**config.mk**
```make
export PLATFORM = sky130hd
export DESIGN_NAME = stream_fifo_flat
export DESIGN_NICKNAME = d
export VERILOG_FILES = /design/src/rtl/stream_fifo_if.sv /design/src/rtl/stream_fifo.sv /design/src/flat_wrapper.sv
export SDC_FILE = /design/constraint.sdc
export NUM_CORES = 1
export LEC_CHECK = 0
export CORE_ASPECT_RATIO = 0.8
export CORE_MARGIN = 2
export CORE_UTILIZATION = 45
export DETAILED_ROUTE_END_ITERATION = 16
export PLACE_DENSITY_LB_ADDON = 0.05
export SETUP_SLACK_MARGIN = 0.4
export SLEW_MARGIN = 20
export SYNTH_ARGS = -nofsm -noshare
export SYNTH_HDL_FRONTEND = slang
export SYNTH_SLANG_ARGS = --single-unit
```
**constraint.sdc**
```tcl
create_clock -name clk -period 2.5 [get_ports clk]
set_input_delay 0.625 -clock clk [delete_from_list [all_inputs] [get_ports clk]]
set_output_delay 0.625 -clock clk [all_outputs]
set_load 0.02 [all_outputs]
```
**src/rtl/stream_fifo_if.sv**
```systemverilog
// Handshake bundle for stream_fifo. The master side is the producer/consumer
// pair that drives requests; the slave side is the FIFO itself.
//
// Request semantics (no ready/valid back-pressure loop): enq is a write
// request that is taken on a rising edge only when full is low, and
// deq is a read request that is taken only when empty is low. full and empty
// play the role of the ready signals. Both are decoded from the registered
// fill level, so a request never depends combinationally on the other one
// in the same cycle. A refused request is dropped. It sets the matching
// sticky error flag and is not retried.
interface stream_fifo_if #(
  parameter int WIDTH = 8,
  parameter int DEPTH = 64
);
  localparam int LW = $clog2(DEPTH + 1);

  logic             enq;
  logic [WIDTH-1:0] din;
  logic             deq;
  logic             clr_err;
  logic [WIDTH-1:0] dout;
  logic             full;
  logic             empty;
  logic             almost_full;
  logic             almost_empty;
  logic [LW-1:0]    level;
  logic             overflow;
  logic             underflow;

  modport master (
    output enq, din, deq, clr_err,
    input  dout, full, empty, almost_full, almost_empty, level,
           overflow, underflow
  );

  modport slave (
    input  enq, din, deq, clr_err,
    output dout, full, empty, almost_full, almost_empty, level,
           overflow, underflow
  );
endinterface

```
**src/rtl/stream_fifo.sv**
```systemverilog
// Parametrised single-clock FIFO with arbitrary depth, optional
// first-word-fall-through read, fill level, almost-full/almost-empty
// thresholds and sticky overflow/underflow flags.
module stream_fifo #(
  parameter int WIDTH    = 8,
  parameter int DEPTH    = 64,
  parameter int FWFT     = 0,
  parameter int AF_LEVEL = DEPTH - 1,
  parameter int AE_LEVEL = 1
) (
  input  logic          clk,
  input  logic          reset,
  stream_fifo_if.slave  s
);
  localparam int LW = $clog2(DEPTH + 1);
  localparam int PW = $clog2(DEPTH);

  logic [WIDTH-1:0] mem_q [DEPTH];
  logic [PW-1:0]    wp_q, wp_d;
  logic [PW-1:0]    rp_q, rp_d;
  logic [LW-1:0]    level_q, level_d;
  logic             overflow_q, overflow_d;
  logic             underflow_q, underflow_d;

  logic             full_w;
  logic             empty_w;
  logic             acc_wr;
  logic             acc_rd;

  // Status decodes from the registered level only.
  assign full_w  = (level_q == LW'(DEPTH));
  assign empty_w = (level_q == '0);

  // A request is accepted only against the current registered state, so a
  // write to a full FIFO is refused even if a read frees a slot this cycle.
  assign acc_wr = s.enq && !full_w;
  assign acc_rd = s.deq && !empty_w;

  // Next-state for pointers, level and error flags.
  always_comb begin
    wp_d        = wp_q;
    rp_d        = rp_q;
    level_d     = level_q;
    overflow_d  = overflow_q;
    underflow_d = underflow_q;

    // Explicit wrap so that non-power-of-two depths work.
    if (acc_wr) begin
      wp_d = (wp_q == PW'(DEPTH - 1)) ? '0 : wp_q + 1'b1;
    end
    if (acc_rd) begin
      rp_d = (rp_q == PW'(DEPTH - 1)) ? '0 : rp_q + 1'b1;
    end

    case ({acc_wr, acc_rd})
      2'b10:   level_d = level_q + 1'b1;
      2'b01:   level_d = level_q - 1'b1;
      default: level_d = level_q;
    endcase

    // A fresh error event beats a coincident clear.
    if (s.enq && full_w) begin
      overflow_d = 1'b1;
    end else if (s.clr_err) begin
      overflow_d = 1'b0;
    end
    if (s.deq && empty_w) begin
      underflow_d = 1'b1;
    end else if (s.clr_err) begin
      underflow_d = 1'b0;
    end
  end

  // Control state register with asynchronous clear.
  always_ff @(posedge clk or posedge reset) begin
    if (reset) begin
      wp_q        <= '0;
      rp_q        <= '0;
      level_q     <= '0;
      overflow_q  <= 1'b0;
      underflow_q <= 1'b0;
    end else begin
      wp_q        <= wp_d;
      rp_q        <= rp_d;
      level_q     <= level_d;
      overflow_q  <= overflow_d;
      underflow_q <= underflow_d;
    end
  end

  // Storage array, written only on an accepted write. Contents are not reset.
  // Reset makes the old words unreachable by clearing the pointers and level.
  always_ff @(posedge clk) begin
    if (acc_wr) begin
      mem_q[wp_q] <= s.din;
    end
  end

  generate
    if (FWFT != 0) begin : g_fwft
      // The head word is shown directly. The output reads zero while empty.
      assign s.dout = empty_w ? '0 : mem_q[rp_q];
    end else begin : g_reg
      logic [WIDTH-1:0] dout_q;

      // Registered read port that loads the head word on an accepted read
      // and holds its value otherwise.
      always_ff @(posedge clk or posedge reset) begin
        if (reset) begin
          dout_q <= '0;
        end else if (acc_rd) begin
          dout_q <= mem_q[rp_q];
        end
      end

      assign s.dout = dout_q;
    end
  endgenerate

  assign s.full         = full_w;
  assign s.empty        = empty_w;
  assign s.almost_full  = (level_q >= LW'(AF_LEVEL));
  assign s.almost_empty = (level_q <= LW'(AE_LEVEL));
  assign s.level        = level_q;
  assign s.overflow     = overflow_q;
  assign s.underflow    = underflow_q;

endmodule

```
**src/flat_wrapper.sv**
```systemverilog
// flat-port wrapper written by rule: the top's interface ports become plain ports
module stream_fifo_flat 
#(
  parameter int WIDTH    = 8,
  parameter int DEPTH    = 64,
  parameter int FWFT     = 0,
  parameter int AF_LEVEL = DEPTH - 1,
  parameter int AE_LEVEL = 1
)
  (clk, reset, s_enq, s_din, s_deq, s_clr_err, s_dout, s_full, s_empty, s_almost_full, s_almost_empty, s_level, s_overflow, s_underflow);
  stream_fifo_if #(.WIDTH(WIDTH), .DEPTH(DEPTH)) s_i ();
  input  logic clk;
  input  logic reset;
  input wire logic [$bits(s_i.enq)-1:0] s_enq;
  input wire logic [$bits(s_i.din)-1:0] s_din;
  input wire logic [$bits(s_i.deq)-1:0] s_deq;
  input wire logic [$bits(s_i.clr_err)-1:0] s_clr_err;
  output wire logic [$bits(s_i.dout)-1:0] s_dout;
  output wire logic [$bits(s_i.full)-1:0] s_full;
  output wire logic [$bits(s_i.empty)-1:0] s_empty;
  output wire logic [$bits(s_i.almost_full)-1:0] s_almost_full;
  output wire logic [$bits(s_i.almost_empty)-1:0] s_almost_empty;
  output wire logic [$bits(s_i.level)-1:0] s_level;
  output wire logic [$bits(s_i.overflow)-1:0] s_overflow;
  output wire logic [$bits(s_i.underflow)-1:0] s_underflow;
  assign s_i.enq = s_enq;
  assign s_i.din = s_din;
  assign s_i.deq = s_deq;
  assign s_i.clr_err = s_clr_err;
  assign s_dout = s_i.dout;
  assign s_full = s_i.full;
  assign s_empty = s_i.empty;
  assign s_almost_full = s_i.almost_full;
  assign s_almost_empty = s_i.almost_empty;
  assign s_level = s_i.level;
  assign s_overflow = s_i.overflow;
  assign s_underflow = s_i.underflow;
  stream_fifo #(.WIDTH(WIDTH), .DEPTH(DEPTH), .FWFT(FWFT), .AF_LEVEL(AF_LEVEL), .AE_LEVEL(AE_LEVEL)) u_core (.clk(clk), .reset(reset), .s(s_i));
endmodule
```
==> key figures <==
Outcome
  – Status: finished, violations left
  – Failing checks: negative setup slack

Detailed routing
  – Final ANT Viol Nets: 0
  – Vias: 11862
  – Highest metal layer with signal wires: met4
  – Met1 Wirelength: 28.2 mm
  – DR iter-0 viols: 1254
  – Met3 wire len: 3.59 mm
  – Metal2 WL: 24.9 mm
  – DRT Pass-1 Iters: 5
  – Routed wire length: 57.3 mm
  – Vias per cell: 5.79
  – WL per Instance: 28.0 µm
  – Post-route DRC: 0

Layout
  – Area Overhead vs Synth: 30.0%
  – Layout cells sized above 1: 41.9%
  – Final net count: 1403
  – Most frequent cells in the layout: edfxtp_1 (512), buf_4 (105), mux4_2 (84), nor2_4 (68), clkbuf_16 (59)
  – ANT cells: 0
  – Most common cell after layout, fill and taps aside: edfxtp_1
  – Fill count: 3504
  – Final std cells w/o fill: 2048

Yosys
  – Asr flop ratio synth: 5.36%
  – Synth Area in Adders: 0.405%
  – Share of synthesized area spent on multiplexers: 13.8%
  – Number of synthesized flops with an enable pin: 512
  – Synth Area in Simple Gates: 5.03%
  – Yosys warning total: 0
  – Synth Cell Area: 21600 µm²
  – Largest family of logic cells by synthesized area: multiplexers
  – Main flop type after synthesis: edfxtp_1
  – Netlist cell types: 55
  – Compound-Gate Fraction of Synth Area: 3.71%
  – Post-Synthesis Net Count: 1152
  – Mapped Cells: 1132
  – Synthesized area per cell: 19.1 µm²
  – Flip-flop and latch count after synthesis: 541
  – Register area share after synthesis: 74.5%
  – Synth Area in XOR/XNOR: 0.446%

Critical path
  – CP Data Required Time: 1880 ps
  – Startpoint Class: register
  – Slowest stage delay, CP: 580 ps
  – Largest delay share family, worst path: simple AND/OR/NAND/NOR gates
  – Worst setup path start: u_core.s.level[4]$_DFFE_PP0P_
  – Worst setup EP type: primary output
  – CP max stage cell: or4_4
  – R2r startpoint: u_core.s.level[4]$_DFFE_PP0P_
  – WP data arrival: 1900 ps
  – CP bufs+invs: 1
  – Worst setup path category: register to primary output
  – Worst-path fanout max: 3
  – Worst path cell trace: or4_4 > nor2_2 > buf_4

Clock tree
  – CTS Buf Count: 54
  – Clock Root Buffer: clkbuf_16
  – CTS Buffer Depth: 3
  – Clk slew on worst S/H paths: 70 ps
  – Clk sinks: 541
  – CTS tree: built
  – CTS H-tree lvls: 2
  – CTS hold repair buffers: 0
  – Worst skew pair latency: 600 ps

Floorplanning
  – Boundary Pins: 34
  – # rows: 71
  – Core Footprint: 47300 µm²
  – Die Y: 200 µm
  – Starting Density: 45.7%
  – DIE AREA: 49800 µm²
  – Die X: 249 µm

Power
  – Reg power frac: 36.7%
  – Tot Pwr: 29.6 mW
  – Max IR drop VDD: 647 µV
  – Clock Power Share: 28.6%
  – Cell Int Power: 20.4 mW
  – Combinational share of power: 34.7%
  – Psw: 9.24 mW
  – Switch share: 31.2%
  – LEAKAGE: 9.28 nW
  – PD cells: 1050 nW/µm²

Place
  – IO buf count: 33
  – Hpwl dp: 34.7 mm
  – Placed Instances: 1858
  – Place WS: -118 ps
  – GPL Wtd Cong: 0.788

STA
  – Tcrit/Tclk final: 101%
  – Final Worst Setup Slack: -22.8 ps
  – Final min period: 2520 ps
  – Max Clock Skew: 20.2 ps
  – Pins Over Slew Limit: 0
  – Endpoints failing hold: 0
  – RSZ-0062 raised after global routing: true
  – Worst slew pin tran: 887 ps
  – Relative slew slack: 40.7%
  – Finish-stage setup viols: 1
  – Fmax: 0.396 GHz

Global routing
  – First-pass GRT wire length: 83.7 mm
  – GRT Util Overall: 23.5%
  – Pin count of the biggest net entering global routing: 65
  – Initial antenna violation count: 1
  – Vias in the first global route: 11600
  – GRT Residual Overflow: 0

Job
  – Max_cap viols: 0

Hold path
  – Worst hold path type: input port to asynchronous set/reset pin
## cell families (layout without fill, tap and decap cells)
logic type / after synthesis / count (layout)
compound gates: 114 / 114
xor+xnor: 11 / 11
fa+ha+maj: 7 / 7
buf+inv: 76 / 372
flops: 541 / 541
mux: 160 / 160
simple gates: 223 / 223
## synth_stat cells, types with 3 or more instances
cell / count / area, µm²
a31oi_1: 3 / 18.8
nand3_1: 13 / 65.1
buf_4: 13 / 97.6
ha_1: 7 / 87.6
o221ai_1: 5 / 43.8
nor2b_1: 24 / 150
nand2b_1: 4 / 25.0
clkbuf_1: 20 / 75.1
o211ai_1: 5 / 37.5
and3b_1: 3 / 26.3
a211oi_1: 20 / 150
edfxtp_1: 512 / 15400
buf_6: 8 / 90.1
a21oi_1: 15 / 75.1
dfrtp_1: 29 / 726
nand4b_1: 3 / 26.3
a22oi_1: 14 / 105
nor3_1: 7 / 35.0
a22o_1: 4 / 35.0
nand4_1: 6 / 37.5
nand2_1: 31 / 116
a221oi_1: 5 / 43.8
mux4_1: 25 / 657
buf_2: 21 / 105
inv_1: 11 / 41.3
o21ai_0: 12 / 60.1
xnor2_1: 8 / 70.1
nand3b_1: 7 / 52.6
a2111oi_0: 6 / 52.6
nor4_1: 12 / 75.1
o22ai_1: 13 / 81.3
mux4_2: 77 / 1730
xor2_1: 3 / 26.3
mux2i_1: 40 / 400
mux2_2: 18 / 203
nor2_1: 100 / 375
## final timing paths
kind / depth (start not counted) / slack, ps / to
worst min-delay path: 2 / 360 / u_core.s.level[6]$_DFFE_PP0P_
worst max-delay path: 3 / -20 / s_full
worst max register to register: 9 / 110 / u_core.mem_q[29][2]$_DFFE_PP_
max in group asynchronous: 3 / 1500 / u_core.s.dout[6]$_DFFE_PP0P_
worst min register to register: 1 / 510 / u_core.s.underflow$_DFFE_PP0P_
min in group clk: 1 / 510 / u_core.s.underflow$_DFFE_PP0P_
## flip-flops by register name, summed over array words and instances, names as in the netlist
signal	cells
u_core.s.dout	8
u_core.s.underflow	1
u_core.rp_q	6
u_core.s.level	7
u_core.mem_q	512
u_core.s.overflow	1
u_core.wp_q	6
## layer usage
layer,GRT usage [%],vias up
li1,-,5149
met1,38.0,6261
met3,4.23,53
met5,0,-
met4,4.66,0
met2,33.3,399
## power groups by stage
stage	clock network [mW]	logic, mW	registers (mW)
final	8.48	10.3	10.9
after global routing	8.99	10.8	10.9
after CTS	8.61	9.69	10.8
after detailed placement	0	7.81	11.1
after global placement	0	7.80	11.1
after floorplan	0	4.71	10.9
## what timing repair did
action / in CTS / in global routing
setup endpoints to repair: 551 / 537
cloned: 6 / 2
setup buffers: 59 / 22
pin swaps: 70 / 36
gates resized for setup: 253 / 50
## per-stage QoR
step | hold WS [ps] | cell area, µm² | TNS, ps | util (%)
after floorplan | 583 | 22100 | 0 | -
after CTS | 340 | 27600 | -40.2 | 58.4
after global routing | 367 | 28100 | -162 | 59.5
final | 357 | 28100 | -22.8 | 59.5
after global placement | 506 | 24200 | -9590 | 51.2
after detailed placement | 510 | 24200 | -14620 | 51.2
## area by class of cell
cell class / instances / area [µm²] / area share [%]
multi-input combinational: 515 / 6210 / 22.1
timing repair buffer: 260 / 3100 / 11.0
sequential: 541 / 16100 / 57.3
clock inverter: 37 / 402 / 1.43
clock buffer: 64 / 1450 / 5.17
inverter: 11 / 58.8 / 0.209
tap: 620 / 776 / 2.76
Note: power is estimated with default switching activity, not from simulation.
